File: src/rtl/rsflop_busy_sequencer.sv
// rsflop_busy_sequencer: upstream driver for the set/reset busy flop macrocell.
// Counts outstanding transactions from start/done pulses and issues one-cycle
// s (count leaves zero) and r (count returns to zero) pulses. After each r
// pulse a gap timer holds off the next s for GAP_CYCLES cycles.
// Optional build macro: RSFLOP_SEQ_STICKY_ERR_EN makes err_ovf/err_unf sticky
// until reset; without it they are one-cycle pulses.
module rsflop_busy_sequencer #(
  parameter int unsigned CNT_W      = 4,
  parameter int unsigned MAX_OUT    = 15,
  parameter int unsigned GAP_CYCLES = 2,
  parameter int unsigned GAP_W      = 4
) (
  input  logic             clk,
  input  logic             reset,
  input  logic             start,
  input  logic             done,
  output logic             s,
  output logic             r,
  output logic [CNT_W-1:0] count,
  output logic             in_gap,
  output logic             err_ovf,
  output logic             err_unf
);

  localparam logic [CNT_W-1:0] CNT_MAX  = CNT_W'(MAX_OUT);
  localparam logic [CNT_W-1:0] CNT_ZERO = '0;
  localparam logic [CNT_W-1:0] CNT_ONE  = CNT_W'(1);
  localparam logic [GAP_W-1:0] GAP_LOAD = GAP_W'(GAP_CYCLES);
  localparam logic [GAP_W-1:0] GAP_ONE  = GAP_W'(1);
  localparam logic [GAP_W-1:0] GAP_ZERO = '0;

  typedef enum logic [1:0] {
    ST_IDLE = 2'd0,
    ST_BUSY = 2'd1,
    ST_GAP  = 2'd2
  } state_t;

  state_t             state_q, state_nxt;
  logic [GAP_W-1:0]   timer_q, timer_nxt;
  logic [CNT_W-1:0]   count_q, count_nxt;
  logic               s_q, s_nxt;
  logic               r_q, r_nxt;
  logic               in_gap_q, in_gap_nxt;
  logic               err_ovf_q, err_ovf_nxt;
  logic               err_unf_q, err_unf_nxt;

  logic               start_only_c;
  logic               done_only_c;
  logic               ovf_c;
  logic               unf_c;

  // Classify this cycle's request; simultaneous start&done cancel out.
  always_comb begin
    start_only_c = start & ~done;
    done_only_c  = done & ~start;
    ovf_c        = start_only_c && (count_q == CNT_MAX);
    unf_c        = done_only_c && (count_q == CNT_ZERO);
  end

  // Next outstanding count; rejected requests leave it unchanged.
  always_comb begin
    count_nxt = count_q;
    if (start_only_c && !ovf_c) begin
      count_nxt = count_q + CNT_ONE;
    end else if (done_only_c && !unf_c) begin
      count_nxt = count_q - CNT_ONE;
    end
  end

  // Sequencer next state and pulse generation; s and r are never both set.
  always_comb begin
    state_nxt = state_q;
    timer_nxt = timer_q;
    s_nxt     = 1'b0;
    r_nxt     = 1'b0;
    case (state_q)
      ST_IDLE: begin
        if (count_nxt != CNT_ZERO) begin
          s_nxt     = 1'b1;
          state_nxt = ST_BUSY;
        end
      end
      ST_BUSY: begin
        if (count_nxt == CNT_ZERO) begin
          r_nxt = 1'b1;
          if (GAP_CYCLES == 0) begin
            state_nxt = ST_IDLE;
          end else begin
            state_nxt = ST_GAP;
            timer_nxt = GAP_LOAD;
          end
        end
      end
      ST_GAP: begin
        // Expiry on the timer==1 edge; a zero timer is treated as expired.
        if (timer_q <= GAP_ONE) begin
          timer_nxt = GAP_ZERO;
          if (count_nxt != CNT_ZERO) begin
            s_nxt     = 1'b1;
            state_nxt = ST_BUSY;
          end else begin
            state_nxt = ST_IDLE;
          end
        end else begin
          timer_nxt = timer_q - GAP_ONE;
        end
      end
      default: begin
        state_nxt = ST_IDLE;
        timer_nxt = GAP_ZERO;
      end
    endcase
    in_gap_nxt = (state_nxt == ST_GAP);
  end

  // Error flag next values.
  always_comb begin
`ifdef RSFLOP_SEQ_STICKY_ERR_EN
    err_ovf_nxt = err_ovf_q | ovf_c;
    err_unf_nxt = err_unf_q | unf_c;
`else
    err_ovf_nxt = ovf_c;
    err_unf_nxt = unf_c;
`endif
  end

  // State and output registers with synchronous active-high reset.
  always_ff @(posedge clk) begin
    if (reset) begin
      state_q   <= ST_IDLE;
      timer_q   <= GAP_ZERO;
      count_q   <= CNT_ZERO;
      s_q       <= 1'b0;
      r_q       <= 1'b0;
      in_gap_q  <= 1'b0;
      err_ovf_q <= 1'b0;
      err_unf_q <= 1'b0;
    end else begin
      state_q   <= state_nxt;
      timer_q   <= timer_nxt;
      count_q   <= count_nxt;
      s_q       <= s_nxt;
      r_q       <= r_nxt;
      in_gap_q  <= in_gap_nxt;
      err_ovf_q <= err_ovf_nxt;
      err_unf_q <= err_unf_nxt;
    end
  end

  assign s       = s_q;
  assign r       = r_q;
  assign count   = count_q;
  assign in_gap  = in_gap_q;
  assign err_ovf = err_ovf_q;
  assign err_unf = err_unf_q;

endmodule

File: config.mk
export PLATFORM = sky130hd
export DESIGN_NAME = rsflop_busy_sequencer
export DESIGN_NICKNAME = d
export VERILOG_FILES = /design/src/rtl/rsflop_busy_sequencer.sv
export SDC_FILE = /design/constraint.sdc
export NUM_CORES = 1
export LEC_CHECK = 0
export ABC_AREA = 1
export CAP_MARGIN = 20
export CORE_UTILIZATION = 30
export CTS_CLUSTER_SIZE = 20
export DETAILED_ROUTE_END_ITERATION = 8
export PLACE_DENSITY = 0.52
export SETUP_SLACK_MARGIN = 0.05
export SLEW_MARGIN = 20
export SYNTH_ARGS = -nofsm -noshare
export SYNTH_HDL_FRONTEND = slang
export SYNTH_SLANG_ARGS = --single-unit
File: constraint.sdc
create_clock -name clk -period 2.5 [get_ports clk]
set_clock_uncertainty 0.05 [all_clocks]
set_input_delay 0.625 -clock clk [delete_from_list [all_inputs] [get_ports clk]]
set_output_delay 0.625 -clock clk [all_outputs]
set_load 0.01 [all_outputs]
==> flow_metrics.tcl <==
set metrics [dict create \
    postCtsHoldBufs 0 \
    ir_drop_v 0.000320 \
    synth.distinct_cells 27 \
    crit_start "done" \
    maxClockFrequency_ghz 0.458 \
    io_buffers 12 \
    syn-cell-area_um2 971 \
    path_clk_slew_ps 100 \
    clock-sinks 15 \
    post-cts-setup-buffers 0 \
    cts_max_path_buffers 2 \
    seq_area_frac_synth_pct 30.9 \
    pin_count 13 \
    place.gp.congestion 0.797 \
    crit_path_frequent_cell "nand2_1" \
    cellLeakagePower_nw 0.512 \
    grt_antenna_before_repair 0 \
    worstMarginPinSlew_ps 535 \
    worstHoldStart "timer_q[1]" \
    drv_cap 0 \
    area_growth_pct 19.2 \
    cts-buffers-inserted 3 \
    dieArea_um2 3470 \
    avgSynthCellArea_um2 7.41 \
    rsz0062_at_grt "no" \
    dpl_cell_area_um2 1130 \
    syn_nets 143 \
    arrival_ps 2300 \
    setup_viol 0 \
    ys_ff_latch 15 \
    rrSetupSlack_ps 450 \
    dp_cells 185 \
    finalHoldWorstSlack_ps 475 \
    hold_viol 0 \
    drc_errors 0 \
    postCtsResizedCells 0 \
    synthCells 131 \
    grt_pass1_vias 831 \
    cp_max_fo 7 \
    via_per_inst 4.43 \
    timing.final.crit_share_pct 87.4 \
    post_drt_wl_per_cell_um 9.92 \
    fp.dieH_um 58.9 \
    finalWirelength_um 1870 \
    critPathMaxStageDelay_ps 500 \
    dr.pass1.iters 4 \
    h-tree-depth 1 \
    grt_pass1_wl_um 3460 \
    crit_type "in -> reg" \
    hold_class "reg -> reg" \
    antenna_left 0 \
    period_needed_ps 2190 \
    gr-total-overflow 0 \
    clockRootBuffer "clkbuf_4" \
    initial_core_util_pct 31.8 \
    core-area_um2 3050 \
    cts_tree "yes" \
    holdPathEnd "timer_q[1]" \
    r2r_end "timer_q[3]" \
    startpoint_type "input pin" \
    worstPathCellList "clkdlybuf4s50_1 -> nand2_1 -> inv_1 -> nand2_4 -> nand2_1 -> o21ai_1 -> nand2_1 -> nand2_1 -> nor2_4 -> nand2_4 -> a21oi_4 -> nand2_1 -> o21ai_1 -> nor2_1" \
    hpwl_um 1470 \
    layoutNonFillerInstCount 189 \
    slowest_stage "clkdlybuf4s50_1" \
    critical_path_required_ps 2620 \
    nNetsFinal 158 \
    grt_max_degree 14 \
    layout-drive-gt1-share_pct 14.5 \
    routed-via-count 838 \
    whs_path_depth 2 \
    slew_viol_final 0 \
    clock_latency_ps 290 \
    placementRows 20 \
    first_iter_violations 21 \
    p_per_area_nw_per_um2 751 \
    diodes 0 \
    worstSetupEndpointType "flip-flop" \
    synth.yosys.warnings 0 \
    power.total_mw 0.869 \
    r2r_cells 14 \
    die_x_um 58.9 \
    max_slew_margin_pct 64.2 \
    rr_startpoint "count[0]" \
    fin_area_um2 1160 \
    track_usage_pct 13.2 \
    status "completed" \
]
## power breakdown
group / leakage [nW] / switching, mW / internal (mW) / total [mW]
Combinational: 0.374 / 0.249 / 0.165 / 0.414
Sequential: 0.123 / 0.0364 / 0.279 / 0.315
Clock: 0.0150 / 0.0779 / 0.0619 / 0.140
Total: 0.512 / 0.363 / 0.506 / 0.869
## final cells by class
type	count	area (µm²)
fillers	347	1900
inverters	19	71.3
well taps	44	55.1
flip-flops and latches	15	300
repair buffers	12	120
clock buffers	4	26.3
multi-input cells	95	584
## through the flow
stage	utilization (%)	setup TNS (ps)	setup WS (ps)
finish	37.9	0	315
global placement	37.0	0	43.8
CTS	37.9	0	305
detailed placement	37.0	-12.4	-12.4
floorplan	-	0	577
global route	37.9	0	97.4
## worst max path at each step
stage | cells after the start | slack [ps] | end
2_1_floorplan | 14 | 580 | timer_q[3]
3_3_place_gp | 14 | 40 | timer_q[3]
3_5_place_dp | 14 | -10 | timer_q[3]
4_1_cts | 14 | 300 | timer_q[3]
5_1_grt | 14 | 100 | timer_q[3]
6_report | 14 | 310 | timer_q[3]
## cells by family (layout without fill, tap and decap cells)
logic type	Yosys count	in the layout	share of synthesized area (%)
AO/OA/AOI/OAI	17	17	11.1
adder cells (fa/ha/maj)	8	8	10.3
AND/OR/NAND/NOR	65	65	32.9
flip-flops	15	15	30.9
multiplexers	1	1	2.32
XOR/XNOR	4	4	3.61
buffers and inverters	21	35	8.89
## cells in the final DEF, fill, tap and decap left out, drive strengths merged
cell / netlist / layout
a31oi: 1 / 1
nand3: 11 / 11
nand3b: 1 / 1
a211oi: 1 / 1
dfxtp: 15 / 15
nor4: 1 / 1
ha: 8 / 8
inv: 19 / 19
xnor2: 1 / 1
xor2: 3 / 3
nor2: 17 / 17
nor3: 4 / 4
clkbuf: 0 / 4
a21oi: 6 / 6
mux2i: 1 / 1
clkdlybuf4s50: 0 / 12
o21ai: 9 / 9
nand2: 31 / 31
## registers in the layout (all words and copies together) (netlist names)
register	flops
err_unf	1
count	4
r	1
in_gap	1
timer_q	4
s	1
err_ovf	1
state_q	2
## Yosys cell counts
master | count | area share (%)
nor2_1 | 15 | 5.8
xnor2_1 | 1 | 0.90
nor2_2 | 1 | 0.64
nand2_1 | 23 | 8.9
inv_1 | 17 | 6.6
nand2_2 | 6 | 3.9
o21ai_0 | 3 | 1.5
mux2i_4 | 1 | 2.3
a211oi_1 | 1 | 0.77
dfxtp_1 | 15 | 31
nor2_4 | 1 | 1.2
o21ai_1 | 6 | 3.1
a31oi_1 | 1 | 0.64
nor3_1 | 4 | 2.1
xor2_1 | 3 | 2.7
a21oi_2 | 2 | 1.8
nand3_2 | 2 | 2.1
a21oi_4 | 1 | 1.7
a21oi_1 | 3 | 1.5
nand3b_1 | 1 | 0.77
nand3_1 | 9 | 4.6
buf_6 | 1 | 1.2
nand2_4 | 2 | 2.3
nor4_1 | 1 | 0.64
ha_1 | 8 | 10
buf_1 | 1 | 0.39
inv_2 | 2 | 0.77
## critical path: cells and delay by family
family | cells | cell delay [ps]
AND/OR/NAND/NOR | 9 | 760
AO/OA/AOI/OAI | 3 | 320
buffers and inverters | 2 | 610
## routing by layer
layer  wire length [µm]  GRT usage (%)
met3                 41           1.98
met1                919           15.7
met2                889           23.7
met5                  0              0
met4                 23           5.10
Power figures use the tool's default switching activity.
